`config.mk`:
```
export PLATFORM = sky130hd
export DESIGN_NAME = mult_div_unit
export DESIGN_NICKNAME = d
export VERILOG_FILES = /design/src/rtl/mult_div_unit.sv
export SDC_FILE = /design/constraint.sdc
export NUM_CORES = 1
export LEC_CHECK = 0
export BUFFER_PORTS_ARGS = -buffer_cell sky130_fd_sc_hd__buf_2
export CAP_MARGIN = 20
export CORE_ASPECT_RATIO = 0.7
export CORE_MARGIN = 1.5
export CORE_UTILIZATION = 55
export CTS_BUF_LIST = sky130_fd_sc_hd__clkbuf_16
export DETAILED_ROUTE_END_ITERATION = 16
export GPL_ROUTABILITY_DRIVEN = 0
export PLACE_DENSITY = 0.76
export SLEW_MARGIN = 25
export SYNTH_ARGS = -nofsm -noshare
export SYNTH_HDL_FRONTEND = slang
export SYNTH_SLANG_ARGS = --single-unit
```
`constraint.sdc`:
```
create_clock -name clk -period 11.7 [get_ports clk]
set_input_delay 2.34 -clock clk [delete_from_list [all_inputs] [get_ports clk]]
set_output_delay 2.34 -clock clk [all_outputs]
set_load 0.005 [all_outputs]
```
`src/rtl/mult_div_unit.sv`:
```
// Iterative MIPS multiply/divide unit holding the architectural HI/LO registers.
// Optional divider: define MDU_DIV_EN to build DIV/DIVU and div_zero; otherwise those ops are no-ops.
module mult_div_unit #(
    parameter int XLEN = 32
) (
    input  logic            clk,
    input  logic            rst,
    input  logic            start,
    input  logic [2:0]      op,
    input  logic [XLEN-1:0] src_a,
    input  logic [XLEN-1:0] src_b,
    output logic            busy,
    output logic            done,
    output logic            div_zero,
    output logic [XLEN-1:0] hi,
    output logic [XLEN-1:0] lo
);
    localparam int CW = $clog2(XLEN);

    typedef enum logic [1:0] {IDLE, RUN, FIN} state_t;

    localparam logic [2:0] OP_MULT  = 3'b000;
    localparam logic [2:0] OP_MULTU = 3'b001;
    localparam logic [2:0] OP_DIV   = 3'b010;
    localparam logic [2:0] OP_DIVU  = 3'b011;
    localparam logic [2:0] OP_MTHI  = 3'b100;
    localparam logic [2:0] OP_MTLO  = 3'b101;

    state_t              state, state_nxt;
    logic [CW-1:0]       cnt;
    logic [2*XLEN-1:0]   acc, acc_step, prod;
    logic [XLEN-1:0]     opnd, mag_a, mag_b, res_hi, res_lo;
    logic [XLEN:0]       mul_sum;
    logic                neg_lo, is_mul_op, is_div_op, accept, a_neg, b_neg;
`ifdef MDU_DIV_EN
    logic                is_div, dz, neg_hi;
    logic [XLEN-1:0]     a_raw;
    logic [XLEN:0]       div_sh;
    logic                div_ge;
`endif

    assign is_mul_op = start && (op == OP_MULT || op == OP_MULTU);
`ifdef MDU_DIV_EN
    assign is_div_op = start && (op == OP_DIV || op == OP_DIVU);
`else
    assign is_div_op = 1'b0;
`endif
    assign accept = (state == IDLE) && (is_mul_op || is_div_op);

    // Even opcodes (MULT, DIV) are the signed variants.
    assign a_neg = ~op[0] & src_a[XLEN-1];
    assign b_neg = ~op[0] & src_b[XLEN-1];
    assign mag_a = a_neg ? -src_a : src_a;
    assign mag_b = b_neg ? -src_b : src_b;

    assign busy = (state != IDLE);

    always_ff @(posedge clk or posedge rst) begin
        if (rst) state <= IDLE;
        else     state <= state_nxt;
    end

    // NOTE: every always_comb output gets a default first so no path infers a latch.
    always_comb begin
        state_nxt = state;
        case (state)
            IDLE:    if (accept) state_nxt = RUN;
            RUN:     if (cnt == CW'(XLEN - 1)) state_nxt = FIN;
            FIN:     state_nxt = IDLE;
            default: state_nxt = IDLE;
        endcase
    end

    // acc holds {partial product, multiplier} or {remainder, dividend/quotient}.
    assign mul_sum = {1'b0, acc[2*XLEN-1:XLEN]} + (acc[0] ? {1'b0, opnd} : '0);
`ifdef MDU_DIV_EN
    assign div_sh = {acc[2*XLEN-1:XLEN], acc[XLEN-1]};
    assign div_ge = div_sh >= {1'b0, opnd};
`endif

    always_comb begin
        acc_step = {mul_sum, acc[XLEN-1:1]};
`ifdef MDU_DIV_EN
        if (is_div)
            acc_step = div_ge ? {div_sh[XLEN-1:0] - opnd, acc[XLEN-2:0], 1'b1}
                              : {div_sh[XLEN-1:0], acc[XLEN-2:0], 1'b0};
`endif
    end

    assign prod = neg_lo ? -acc : acc;

    always_comb begin
        res_hi = prod[2*XLEN-1:XLEN];
        res_lo = prod[XLEN-1:0];
`ifdef MDU_DIV_EN
        if (is_div) begin
            if (dz) begin
                res_hi = a_raw;
                res_lo = '1;
            end else begin
                res_hi = neg_hi ? -acc[2*XLEN-1:XLEN] : acc[2*XLEN-1:XLEN];
                res_lo = neg_lo ? -acc[XLEN-1:0] : acc[XLEN-1:0];
            end
        end
`endif
    end

    always_ff @(posedge clk or posedge rst) begin
        if (rst) begin
            cnt    <= '0;
            acc    <= '0;
            opnd   <= '0;
            neg_lo <= 1'b0;
            hi     <= '0;
            lo     <= '0;
            done   <= 1'b0;
        end else begin
            done <= 1'b0;
            case (state)
                IDLE: begin
                    if (accept) begin
                        cnt    <= '0;
                        opnd   <= is_div_op ? mag_b : mag_a;
                        acc    <= {{XLEN{1'b0}}, (is_div_op ? mag_a : mag_b)};
                        neg_lo <= a_neg ^ b_neg;
                    end else if (start && op == OP_MTHI) begin
                        hi   <= src_a;
                        done <= 1'b1;
                    end else if (start && op == OP_MTLO) begin
                        lo   <= src_a;
                        done <= 1'b1;
                    end
                end
                RUN: begin
                    acc <= acc_step;
                    cnt <= cnt + 1'b1;
                end
                FIN: begin
                    hi   <= res_hi;
                    lo   <= res_lo;
                    done <= 1'b1;
                end
                default: ;
            endcase
        end
    end

`ifdef MDU_DIV_EN
    always_ff @(posedge clk or posedge rst) begin
        if (rst) begin
            is_div   <= 1'b0;
            dz       <= 1'b0;
            neg_hi   <= 1'b0;
            a_raw    <= '0;
            div_zero <= 1'b0;
        end else begin
            div_zero <= (state == FIN) && is_div && dz;
            if (accept) begin
                is_div <= is_div_op;
                dz     <= (src_b == '0);
                neg_hi <= a_neg;
                a_raw  <= src_a;
            end
        end
    end
`else
    assign div_zero = 1'b0;
`endif

endmodule

```
==> impl_metrics.yaml, run 1 <==
timing:
  timing.final.setup_violations: 0
  final.period_utilization: 0.380
  slew_headroom: 0.342
  hold_viol: 0
  fin_skew_ns: 0.00999
  sum_of_negative_setup_slack_ns: 0
  slew_viol_final: 0
  rsz0062_at_grt: "false"
  worstMarginPinSlew_ns: 0.985
  finalCriticalPeriod_ns: 4.44
  max_freq_mhz: 225
  worst_slack_ns: 7.26
min_path:
  hold_depth: 2
  worst_hold_path.endpoint: "lo[12]"
  worst_hold_startpoint: "lo[12]"
  class_of_the_tightest_hold_or_removal_check: "flop to flop"
outcome:
  status: "finished clean"
floorplanning:
  initial_utilization: 0.559
  placementRows: 44
  coreArea_um2: 20600
  die-height_um: 124
  pin_count: 137
  die-width_um: 176
  die_area_um2: 21900
drt:
  drtIter0Drc: 1242
  drt-pass1-iter-count: 8
  detail_route.wl_per_cell_um: 20.3
  drt_wl_total_um: 34900
  postRouteAntennaNets: 0
  drt_drc_violations_left: 0
  viasPerCell: 6.45
  num_vias: 11100
setup_path:
  critPathMaxFanout: 6
  reg2reg_from: "acc[0]"
  cp_cell_sequence: "buf_2, nor4_1, or3b_2, nor4_2, and2_1, a21oi_1, xnor2_1, o21ai_0"
  critical_path.endpoint_type: "flop"
  crit_slowest_cell: "nor4_2"
  worst_reg2reg_setup_slack_ns: 7.83
  crit-reg2reg-capture: "hi[28]"
  worstPathRequired_ns: 11.98
  cp_data_arrival_time_ns: 4.72
  setup.worst_path.class: "primary input to flop"
  worst_path_largest_cell_delay_ns: 0.64
  ff2ff_path_depth: 9
  start_kind: "primary input"
placed_design:
  dpl-instance-area_um2: 12300
  post-dp-hpwl_um: 25200
  preCtsSetupSlack_ns: 6.88
  numPlacedInstances: 1691
  port_buffers: 135
yosys:
  synth.mux.area_fraction: 0.0148
  synth-xor-area-share: 0.0972
  netlist_area_before_placement_um2: 11500
  synth.yosys.seq_area_share: 0.367
  compound_cell_area_share_of_the_yosys_netlist: 0.252
  synth.avg_cell_area_um2: 8.50
  mappedNetlistNets: 1465
  largest_family_of_logic_cells_by_synthesized_area: "compound AO/OA/AOI/OAI gates"
  synth.distinct_cells: 67
  synth_enable_flop_cells: 0
  yosys_warnings: 0
  synthFlopType: "dfrtp_1"
  yosys-top-cells-count: "172 x o21ai_0, 169 x dfrtp_1, 137 x nand2_1"
  ys_async_sr_fraction: 1.00
  synthDominantCellAreaShare: 0.367
  synth_fa_ha_area_frac: 0.0419
  synthDominantAreaCellType: "dfrtp_1"
  synthMostInstantiatedCell: "o21ai_0"
  ff_latch_count_synth: 169
  synth_simple_gate_area_share: 0.188
  synthCells: 1357
  synth_top_cells_by_area: "dfrtp_1 37%, o21ai_0 7.5%, xor2_1 5.1%"
clock_tree:
  clock-root-buffer: "clkbuf_16"
  tritoncts: "done"
  tritoncts_num_sinks: 169
  worst_skew_pair.late_latency_ns: 0.44
  cts_resized: 0
  buffer_levels_on_the_longest_clock_path: 2
  cts.reportedPaths.clkPinSlew_ns: 0.06
  cts_max_level: 4
  cts_setup_buffers: 0
  cts_buffers: 17
  postCtsHoldBufs: 0
final_layout:
  number_of_antenna_repair_diodes: 0
  area_growth_pct: 11.5
  final_nets: 1542
  finish.instance_area_um2: 12900
  drive_gt1_frac: 0.138
  fin_cells: 1720
pwr:
  final_total_power_w: 0.00331
  ir_worst_vdd_v: 0.000138
  power_density_nw_per_um2: 258
  power_leakage_nw: 5.47
run:
  maxCapViolations: 0
global_routing:
  grt_use_total: 0.321
  grt-ovfl-total: 0
  grt_start_max_net_pins: 112
  antenna_found_initial: 0
  number_of_global_route_vias_before_repair: 9937
  grt_first_pass_wirelength_um: 54300
layer usage:
layer | wire [um] | vias to the layer above | part of all wire | global-route usage
met1 | 15900 | 5318 | 0.45 | 0.486
met5 | 0 | - | 0 | 0
li1 | - | 5124 | - | -
met3 | 3560 | 67 | 0.10 | 0.0592
met4 | 748 | 0 | 0.021 | 0.0962
met2 | 14700 | 583 | 0.42 | 0.463
sequential cells by signal, indices dropped and copies added (netlist names):
| name | count |
|---|---|
| acc | 64 |
| cnt | 5 |
| done | 1 |
| hi | 32 |
| lo | 32 |
| neg_lo | 1 |
| opnd | 32 |
| state | 2 |
worst max-delay path: cells and delay by family:
kind                      cells  cell delay, ns
xor gates and xnor gates      1            0.18
and+or+nand+nor               4            1.88
buffers and inverters         1            0.12
AOI/OAI and AO/OA             2            0.19
stage by stage:
| step | hold slack (ns) | util |
|---|---|---|
| 6_report | 0.473 | 0.623 |
| 5_1_grt | 0.499 | 0.623 |
| 4_1_cts | 0.475 | 0.622 |
| 3_5_place_dp | 0.461 | 0.597 |
| 3_3_place_gp | 0.455 | 0.597 |
| 2_1_floorplan | 0.442 | - |
power by group:
| part | leakage (nW) | internal, W | switching (W) |
|---|---|---|---|
| logic | 3.12 | 0.000670 | 0.000908 |
| registers | 2.07 | 0.000862 | 0.000340 |
| clock network | 0.281 | 0.000303 | 0.000230 |
layout make-up:
| class | instances | area, um^2 |
|---|---|---|
| Fill cell | 1798 | 7790 |
| Multi-Input combinational cell | 1073 | 6890 |
| Sequential cell | 169 | 4230 |
| Timing Repair Buffer | 146 | 762 |
| Clock buffer | 17 | 425 |
| Tap cell | 276 | 345 |
| Inverter | 27 | 106 |
| Clock inverter | 12 | 100 |
worst max-delay path by stage:
stage                  start       to  slack [ns]  cells past startpoint
detailed placement  src_b[5]  acc[28]        6.88                      8
CTS                 src_b[5]  acc[28]        7.31                      8
global placement    src_b[5]  acc[26]        6.92                      8
global route        src_b[5]  acc[26]        7.09                      8
floorplan                rst   acc[0]        4.78                      1
finish              src_b[5]  acc[28]        7.26                      8
kinds of logic (layout without fill, tap and decap cells):
family          after synthesis  after routing
simple gates                426            426
fa+ha+maj                    38             38
compound gates              463            463
mux                          17             17
other cells                   1              1
buf+inv                     115            202
xor+xnor                    128            128
flops                       169            169
layout by cell type (no fill, tap or decap), drive strengths merged, types with 33 or more instances in the layout:
| cell | netlist | layout |
|---|---|---|
| a21oi | 80 | 80 |
| a22oi | 38 | 38 |
| and2 | 37 | 37 |
| buf | 10 | 146 |
| dfrtp | 169 | 169 |
| ha | 37 | 37 |
| inv | 27 | 33 |
| nand2 | 137 | 137 |
| nor2 | 78 | 78 |
| o21ai | 176 | 176 |
| o31ai | 35 | 35 |
| xnor2 | 61 | 61 |
| xor2 | 67 | 67 |
Note: power is estimated with default switching activity, not from simulation.
==> inputs of run 2 (changes only) <==
- clock period: 11.7 -> 4.62 ns (I/O delays scaled with it)
==> run 2 against run 1 <==
Clock power grew to 2.9 times the previous value. Design area up 1.0%. Clock skew fell by 0.0010 ns. Worst hold slack better by 0.0041 ns. Via count grew 0.82%. Routed wire length is 2.0% higher. Power rose to 2.6 times the previous value. Utilization up 0.64 points. Critical endpoint is now hi[30]. Largest power group unchanged.
==> impl_metrics.yaml, run 2 (synthesized netlist as in run 1, its figures left out) <==
outcome:
  status: "finished clean"
clock_tree:
  cts_resized: 0
  cts_buffers: 17
  clock-root-buffer: "clkbuf_16"
  worst_skew_pair.late_latency_ns: 0.45
  postCtsHoldBufs: 0
  cts_setup_buffers: 0
  tritoncts: "done"
  cts.reportedPaths.clkPinSlew_ns: 0.07
  tritoncts_num_sinks: 169
  cts_max_level: 4
  buffer_levels_on_the_longest_clock_path: 2
floorplanning:
  die_area_um2: 21900
  die-width_um: 176
  pin_count: 137
  die-height_um: 124
  placementRows: 44
  coreArea_um2: 20600
  initial_utilization: 0.559
global_routing:
  antenna_found_initial: 0
  grt_first_pass_wirelength_um: 55500
  grt_start_max_net_pins: 117
  number_of_global_route_vias_before_repair: 10000
  grt-ovfl-total: 0
  grt_use_total: 0.329
final_layout:
  largest_register_ffs: 64
  number_of_antenna_repair_diodes: 0
  drive_gt1_frac: 0.145
  layout_commonest_cell: "o21ai_0"
  layout.area.seq_um2: 4230
  multi_input_area_um2: 6890
  final_nets: 1547
  fillers: 1759
  most-common-layout-cells: "172 x o21ai_0, 168 x dfrtp_1, 137 x nand2_1"
  final_core_util: 0.629
  area_growth_pct: 12.6
  registers.top_by_ff_count: "acc"
timing:
  rsz0062_at_grt: "false"
  timing.final.setup_violations: 0
  slew_viol_final: 0
  sum_of_negative_setup_slack_ns: 0
  worst_slack_ns: 1.11
  finalCriticalPeriod_ns: 3.51
  max_freq_mhz: 285
  slew_headroom: 0.404
  final.period_utilization: 0.760
  fin_skew_ns: 0.00898
  worstMarginPinSlew_ns: 0.894
  hold_viol: 0
pwr:
  power.share.combinational: 0.461
  final_total_power_w: 0.00857
  sequential_group_share_of_total_power: 0.363
  ir_worst_vdd_v: 0.000582
  p_sw_frac: 0.442
  power.internal_w: 0.00478
  switching_power_w: 0.00379
  clock_power_share: 0.177
  power_leakage_nw: 5.50
  power_density_nw_per_um2: 660
setup_path:
  crit_slowest_cell: "nor4_1"
  worstPathBufferInverterCount: 2
  cp_cell_sequence: "buf_4, inv_1, ha_1, or3b_1, nor4_1, nand4_1, or3_1, o211ai_1, o31ai_1, a211oi_1"
  critical_path.top_delay_family: "simple AND/OR/NAND/NOR gates"
  critPathMaxFanout: 25
  cp_data_arrival_time_ns: 3.87
  critical_path.endpoint_type: "flop"
  worstPathRequired_ns: 4.98
  setup.worst_path.class: "flop to flop"
  start_kind: "flop"
  worst_path_largest_cell_delay_ns: 0.60
drt:
  drt_wl_total_um: 35600
  drt_drc_violations_left: 0
  num_vias: 11200
  drt-pass1-iter-count: 6
  viasPerCell: 6.47
  postRouteAntennaNets: 0
  detail_route.wl_per_cell_um: 20.6
  drtIter0Drc: 1315
placed_design:
  port_buffers: 135
  preCtsSetupSlack_ns: 1.13
  post-dp-hpwl_um: 25600
run:
  maxCapViolations: 0
min_path:
  class_of_the_tightest_hold_or_removal_check: "flop to flop"
## run 2: cell types whose count changed in the layout (fill, tap and decap cells not counted)
cell,change
buf_4,+5
inv_1,-5
bufinv_16,+2
dfrtp_1,+1
buf_12,+1
nor2b_2,+1
dfrtp_4,+1
nor2b_1,-1
clkinv_1,+1
inv_6,-1
clkinv_4,+1
clkinvlp_4,+5
dfrtp_2,-2
buf_6,-1
## run 2: metal layers
metal	track usage	wire [um]	up-vias
met1	0.481	15700	5341
met3	0.0760	3820	65
met5	0	0	-
met2	0.479	15200	665
li1	-	-	5112
met4	0.107	838	0
## run 2: power groups by stage
stage	registers (W)	clock network, W	logic, W
6_report	0.00311	0.00152	0.00395
5_1_grt	0.00320	0.00159	0.00443
2_1_floorplan	0.00270	0	0.00296
3_3_place_gp	0.00305	0	0.00376
4_1_cts	0.00307	0.00152	0.00391
3_5_place_dp	0.00308	0	0.00387
## run 2: stage by stage
stage,hold WS (ns),instances,area (um^2)
2_1_floorplan,0.442,1357,11500
3_3_place_gp,0.455,1696,12400
3_5_place_dp,0.461,1696,12400
4_1_cts,0.479,1728,13000
5_1_grt,0.499,1728,13000
6_report,0.477,1728,13000
## run 2: path summary, 6_finish.rpt
check,startpoint,to,slack (ns),cells past startpoint
worst max-delay path,acc[0],hi[30],1.11,10
worst min-delay path,lo[5],lo[5],0.48,2
worst max register to register,acc[0],hi[30],1.11,10
worst min register to register,lo[5],lo[5],0.48,2
max in group asynchronous,rst,neg_lo,2.93,3
min in group asynchronous,rst,acc[41],0.59,2
## run 2: final cells by class
cell class | instances | area share
Timing Repair Buffer | 151 | 0.0622
Clock inverter | 15 | 0.0142
Multi-Input combinational cell | 1073 | 0.530
Inverter | 27 | 0.00809
Tap cell | 276 | 0.0266
Clock buffer | 17 | 0.0328
Sequential cell | 169 | 0.326
## run 2: worst register-to-register path, stage by stage, from the launching register on
cell and delay, ns:
dfrtp_1 0.47, buf_4 0.26, inv_1 0.10, ha_1 0.15, or3b_1 0.41, nor4_1 0.60, nand4_1 0.31, or3_1 0.56
o211ai_1 0.24, o31ai_1 0.10, a211oi_1 0.23
